## src/rtl/vector_ram_pkg.sv

```systemverilog
// Shared types and helpers for the ping-pong vector RAM slice.
// Holds the load/compute sequencer state encoding.
package vector_ram_pkg;

  typedef enum logic [2:0] {
    PPC_IDLE,
    PPC_LOAD,
    PPC_ISSUE,
    PPC_RUN,
    PPC_DONE
  } pp_ctrl_state_e;

  function automatic int beats_f(
    input int length,
    input int parallelism
  );
    return length / parallelism;
  endfunction

endpackage

```

## src/rtl/vector_ping_pong_ctrl.sv

```systemverilog
// Load/compute sequencer for the ping-pong vector RAM wrapper.
// Loads one vector, then runs n_iters ping-toggling iterations.
module vector_ping_pong_ctrl
  import vector_ram_pkg::*;
#(
  parameter int LENGTH      = 1024,
  parameter int PARALLELISM = 4,
  parameter int ITER_WIDTH  = 16
) (
  input  logic                  clk,
  input  logic                  rst_n,
  input  logic                  start,
  input  logic [ITER_WIDTH-1:0] n_iters,
  input  logic                  abort,
  input  logic                  load_beat,
  input  logic                  iter_done,
  output logic                  ping,
  output logic                  cfg_en,
  output logic                  load_ready,
  output logic                  iter_start,
  output logic [ITER_WIDTH-1:0] iter_count,
  output logic                  busy,
  output logic                  done
);

  localparam int BEATS  = beats_f(LENGTH, PARALLELISM);
  localparam int BEAT_W = $clog2(BEATS) + 1;

  if (LENGTH % PARALLELISM != 0) begin : g_len_chk
    $error("LENGTH must be a multiple of PARALLELISM");
  end

  pp_ctrl_state_e state, state_nx;

  logic [BEAT_W-1:0]     beat_cnt;
  logic [ITER_WIDTH-1:0] n_lat;
  logic                  last_beat;
  logic                  last_iter;

  assign last_beat = load_beat &&
    (beat_cnt == BEAT_W'(BEATS - 1));

  // Extra bit keeps n_lat = all-ones reachable
  assign last_iter =
    ({1'b0, iter_count} + (ITER_WIDTH+1)'(1))
    == {1'b0, n_lat};

  always_comb begin
    state_nx = state;
    if (abort) begin
      state_nx = PPC_IDLE;
    end else begin
      unique case (state)
        PPC_IDLE:
          if (start) state_nx = PPC_LOAD;
        PPC_LOAD:
          if (last_beat)
            state_nx = (n_lat != '0) ?
              PPC_ISSUE : PPC_DONE;
        PPC_ISSUE:
          state_nx = PPC_RUN;
        PPC_RUN:
          if (iter_done)
            state_nx = last_iter ?
              PPC_DONE : PPC_ISSUE;
        PPC_DONE:
          state_nx = PPC_IDLE;
        default:
          state_nx = PPC_IDLE;
      endcase
    end
  end

  always_ff @(posedge clk or negedge rst_n) begin
    if (!rst_n) begin
      state      <= PPC_IDLE;
      ping       <= 1'b0;
      iter_count <= '0;
      beat_cnt   <= '0;
      n_lat      <= '0;
    end else begin
      state <= state_nx;
      if (!abort) begin
        unique case (state)
          PPC_IDLE:
            if (start) begin
              n_lat      <= n_iters;
              iter_count <= '0;
              beat_cnt   <= '0;
              ping       <= 1'b1;
            end
          PPC_LOAD: begin
            if (load_beat)
              beat_cnt <= beat_cnt + 1'b1;
            if (last_beat)
              ping <= 1'b0;
          end
          PPC_RUN:
            if (iter_done) begin
              ping       <= ~ping;
              iter_count <= iter_count + 1'b1;
            end
          default: ;
        endcase
      end
    end
  end

  assign cfg_en     = (state == PPC_LOAD);
  assign load_ready = cfg_en;
  assign iter_start = (state == PPC_ISSUE);
  assign done       = (state == PPC_DONE);
  assign busy       = (state != PPC_IDLE);

endmodule
```

## config.mk

```make
export PLATFORM = sky130hd
export DESIGN_NAME = vector_ping_pong_ctrl
export DESIGN_NICKNAME = d
export VERILOG_FILES = /design/src/rtl/vector_ram_pkg.sv /design/src/rtl/vector_ping_pong_ctrl.sv
export SDC_FILE = /design/constraint.sdc
export NUM_CORES = 1
export LEC_CHECK = 0
export BUFFER_PORTS_ARGS = -buffer_cell sky130_fd_sc_hd__buf_2
export CORE_MARGIN = 10
export CORE_UTILIZATION = 50
export DETAILED_ROUTE_END_ITERATION = 6
export PLACE_DENSITY = 0.77
export SYNTH_ARGS = -nofsm -noshare
export SYNTH_HDL_FRONTEND = slang
export SYNTH_SLANG_ARGS = --single-unit
```

## constraint.sdc

```tcl
create_clock -name clk -period 4.5 [get_ports clk]
set_input_delay 0.675 -clock clk [delete_from_list [all_inputs] [get_ports clk]]
set_output_delay 0.675 -clock clk [all_outputs]
set_load 0.01 [all_outputs]
```

# After elaboration in Yosys (flattened, before gate mapping)
# Index checks and enable logic that the tools add are counted.
[word_totals]
ff_bits = 45
wordCells = 52
out_inout_bits = 22
inputBits = 22
[classes]
add_sub_neg = 3
mux = 17
reduce_logical = 12
n_eq_ne = 13
bitwise_logic = 2
[ops]
columns = ["operator", "count"]
rows = [
  ["two-way mux 16 bit", 2],
  ["case mux 16 bit (2 select lines)", 1],
  ["two-way mux 3 bit", 6],
  ["two-way mux 9 bit", 2],
  ["case mux 9 bit (2 select lines)", 1],
  ["adder 16 x 1 -> 17 bit (second input constant)", 1],
  ["equality test 17 x 16 -> 1 bit", 1],
  ["adder 16 x 1 -> 16 bit (second input constant)", 1],
  ["nonzero test 16 bit", 1],
  ["case mux 3 bit (4 select lines)", 1],
  ["adder 9 x 1 -> 9 bit (second input constant)", 1],
  ["equality test 9 x 8 -> 1 bit (second input constant)", 1],
  ["AND reduction 4 bit", 2],
  ["equality test 3 x 2 -> 1 bit (second input constant)", 2],
  ["!= test 2 bit (second input constant)", 3],
  ["!= test 3 bit (second input constant)", 2],
  ["AND reduction 3 bit", 2],
  ["nonzero test 3 bit", 2],
  ["AND reduction 5 bit", 1],
  ["nonzero test 2 bit", 2],
  ["equality test 3 x 1 -> 1 bit (second input constant)", 1],
  ["equality test 3 bit (second input constant)", 1],
  ["logical NOT 3 bit", 1],
  ["two-way mux 1 bit", 3],
  ["other kinds (5)", 6],
]

# Logic depth before layout (Yosys ltp)
[depth]
word_depth = 6
depth_mapped = 11
mapped_depth_nobuf = 11

# Worst setup path before layout
# OpenSTA, ideal clock, no wires.
[synth_timing]
path_type = "reg-to-reg"
startpoint = "register beat_cnt[0]"
endpoint = "register state[1]"
path_buffers = 0
path_slack_ns = 2.233
path_stages_with_launch = 12
t_arrival_ns = 2.143
required_time_ns = 4.376
path_cell_list = "dfrtp_1 > ha_1 > and3_1 > and3_1 > and3_1 > ha_1 > nand3b_1 > nand3b_1 > and2_1 > nand3_1 > o311ai_0 > o31a_1"
[synth_via]
elab_chain_len = 4
[synth_rtl]
columns = ["element", "line_no", "rtl"]
rows = [
  ["start: declaration", "vector_ping_pong_ctrl.sv:35", "logic [BEAT_W-1:0] beat_cnt;"],
  ["start signal: assignment", "vector_ping_pong_ctrl.sv:94", "beat_cnt <= beat_cnt + 1'b1;"],
  ["equality test 9 x 8 -> 1 bit", "vector_ping_pong_ctrl.sv:41", "(beat_cnt == BEAT_W'(BEATS - 1));"],
  ["logical AND 1 bit", "vector_ping_pong_ctrl.sv:40", "assign last_beat = load_beat &&"],
  ["!= test 3 x 2 -> 1 bit (no source line)", "-", ""],
  ["AND reduction 3 bit (no source line)", "-", ""],
  ["end signal: assignment", "vector_ping_pong_ctrl.sv:82", "state <= state_nx;"],
  ["end: declaration", "vector_ping_pong_ctrl.sv:33", "pp_ctrl_state_e state, state_nx;"],
]
# No other way between the ends.
# A chain may end at the register's enable or synchronous reset.

# Worst setup path in the final report
# Same ends and word-level chain as after synthesis.

==> flow_summary.ini <==
[logic_synthesis]
synth_top_family_by_area = simple AND/OR/NAND/NOR gates
synthMuxAreaShare_pct = 6.34
yosysSeqAreaShare_pct = 39.9
synthSimpleGateAreaFrac_pct = 27.2
synthAdderAreaFrac_pct = 1.33
synthesis.nets = 337
ys_types = 54
synthCells = 312
synth_xor_area_share_pct = 4.96
postSynth.asyncResetShare_pct = 100
synthFlopType = dfrtp_1
syn_area_per_cell_um2 = 9.05
syn_area_mm2 = 0.00282
synth-compound-area-share_pct = 15.8
synth_edf_count = 0
synth-seq-cells = 45
yosysWarnings = 0

[layout]
final_util_pct = 56.7
antenna_cells = 0
final_cell_mix = dfrtp_1 (45), buf_2 (43), nand2_1 (31)
area_growth_pct = 10.7
nets = 369
fillers = 489
fin_area_mm2 = 0.00312
final_common_cell = dfrtp_1
drive_above_1_share_pct = 20.6
layout.cells.non_filler = 417

[sta]
period_share_pct = 55.8
fmax_mhz = 398
finalMaxSlewViolations = 0
period_needed_ns = 2.51
skew_ns = 0.00156
setup_viol = 0
worstMarginPinSlew_ns = 1.01
hold_viol = 0
rsz0062_at_grt = no
slew_headroom_pct = 32.8
tns_ns = 0

[min_path]
hold_class = reg -> reg
hold_start = beat_cnt[3]
min_path_cells = 1
min_delay_worst_endpoint = beat_cnt[3]

[global_routing]
grt_max_degree = 46
grt_remaining_overflow = 0
grt_usage_pct = 14.8
grt_antenna_before_repair = 0
grt_pass1_wl_mm = 10.8
grt_pass1_vias = 2294

[pwr]
power_leakage_nw = 1.32
power-per-cell-area_mw_per_mm2 = 335
worst_ir_drop_vdd_mv = 0.174
p_seq_share_pct = 52.0
finalPower_w = 0.00105
power.net_switching_w = 0.000339
power_frac_comb_pct = 24.6
internal_power_w = 0.000706
swShare_pct = 32.5
clkPwrFrac_pct = 23.4

[setup_path]
worst_path_largest_cell_delay_ns = 0.41
arrival_ns = 2.70
crit_chain = ha_1 -> and3_1 -> and3_1 -> and3_1 -> ha_1 -> nand3b_1 -> nand3b_1 -> and2_1 -> nand3_1 -> o311ai_0 -> o31a_1
critical-path-slowest-cell = dfrtp_1
worst-setup-path-type = reg -> reg
critical_path.most_common_cell = and3_1
timing.rr.start = beat_cnt[0]
path_max_fanout = 4
critPathRequiredTime_ns = 4.69
r2r_cells = 11
r2r-end = state[1]
start_kind = flop
end_kind = flop
rrSetupSlack_ns = 1.99

[floorplanning]
io_pins = 44
design.die.area_mm2 = 0.00905
die_w_um = 95.1
initial_core_util_pct = 51.3
core_mm2 = 0.00551
rows = 27
die_h_um = 95.1

[detailed_routing]
post_drt_wl_per_cell_um = 15.9
drt_first_pass_iters = 4
drtIter0Drc = 123
viasPerCell = 5.73
ant_nets = 0
route.detailed.drc = 0
vias = 2388
wirelength_mm = 6.62

[clock_network]
postCtsSetupBuffers = 0
cts_tree = yes
ctsResizeCount = 0
cts_sinks = 45
clockBufferDepth = 2
path_clk_slew_ns = 0.08
cts_hold_buf = 0
clk_latency_ns = 0.30
htreeDepth = 2
ctsRootBufferMaster = clkbuf_8
cts_made_buffers = 5

[placed_design]
io_buffers = 43
place_inst = 409
place_congestion = 0.838
dpl.hpwl_mm = 4.88
dpl-instance-area_mm2 = 0.00304

[status]
status = finished, final reports clean

[flow_run]
cap_viol_max_count = 0
## Yosys cell counts, types with 3 or more instances
master    instances  share of area (%)
dfrtp_1          45                 40
mux2_2            8                3.2
o21ai_0          26                4.6
o31ai_1          10                2.7
nor2_1           27                3.6
ha_1              3                1.3
a21oi_1           8                1.4
and4_1            3               0.93
inv_1             4               0.53
or3_1             3               0.66
nand3b_1          3               0.80
nor4_1            8                1.8
nor2b_1           4               0.89
a211oi_1          3               0.80
clkbuf_1         11                1.5
nand3_1           7                1.2
o21ai_1          13                2.3
nor4_2            3                1.3
nand2_1          31                4.1
nand2b_1         10                2.2
xnor2_1          12                3.7
or2_1             4               0.89
nand4_1           6                1.3
buf_2             5               0.89
nor3_1            6                1.1
xor2_1            4                1.2
mux2_1            7                2.8
and3_1            5                1.1
## sequential cells by signal, indices dropped and copies added, names as in the netlist
signal and flops:
state 3, iter_count 16, n_lat 16, ping 1, beat_cnt 9
## cell type report
cell class / instances / area (µm²) / area share, %
Multi-Input combinational cell: 242 / 1580 / 50.5
Sequential cell: 45 / 1130 / 36.0
Timing Repair Buffer: 45 / 230 / 7.37
Tap cell: 72 / 90.1 / 2.88
Clock buffer: 8 / 80.1 / 2.56
Inverter: 5 / 21.3 / 0.681
## routing by layer
metal | global-route usage (%) | vias up | wire length (µm)
li1 | - | 1189 | -
met1 | 18.7 | 1121 | 3020
met2 | 23.9 | 68 | 3030
met3 | 3.06 | 10 | 434
met4 | 6.98 | 0 | 132
met5 | 0 | - | 0
## worst max-delay path by stage
stage / startpoint / to / slack, ns / depth (start not counted)
3_3_place_gp: beat_cnt[0] / state[1] / 2.03 / 11
3_5_place_dp: beat_cnt[0] / state[1] / 2.01 / 11
2_1_floorplan: beat_cnt[0] / state[1] / 2.23 / 11
4_1_cts: beat_cnt[0] / state[1] / 1.99 / 11
5_1_grt: beat_cnt[0] / state[1] / 1.82 / 11
6_report: beat_cnt[0] / state[1] / 1.99 / 11
## kinds of logic (layout without fill, tap and decap cells)
logic type	Yosys count	in the layout
xor+xnor	16	16
mux	16	16
simple gates	134	134
buf+inv	25	58
flops	45	45
compound gates	73	73
fa+ha+maj	3	3
## metrics by stage
| stage | worst slack (ns) | hold WS [ns] |
|---|---|---|
| 2_1_floorplan | 2.23 | 0.379 |
| 3_3_place_gp | 2.03 | 0.461 |
| 3_5_place_dp | 2.01 | 0.470 |
| 4_1_cts | 1.99 | 0.480 |
| 5_1_grt | 1.82 | 0.495 |
| 6_report | 1.99 | 0.476 |
## worst max-delay path, delay by kind of cell (launching register included)
kind / cells / cell delay, ns
AOI/OAI and AO/OA: 2 / 0.44
DFF: 1 / 0.41
and+or+nand+nor: 7 / 1.14
adders and majority gates: 2 / 0.41
## power groups by stage
stage               sequential (W)  clock, W  combinational, W
floorplan                 0.000528         0          0.000203
CTS                       0.000544  0.000250          0.000258
finish                    0.000544  0.000244          0.000257
global placement          0.000547         0          0.000250
detailed placement        0.000552         0          0.000258
global route              0.000554  0.000266          0.000289
Note: power is estimated with default switching activity, not from simulation.
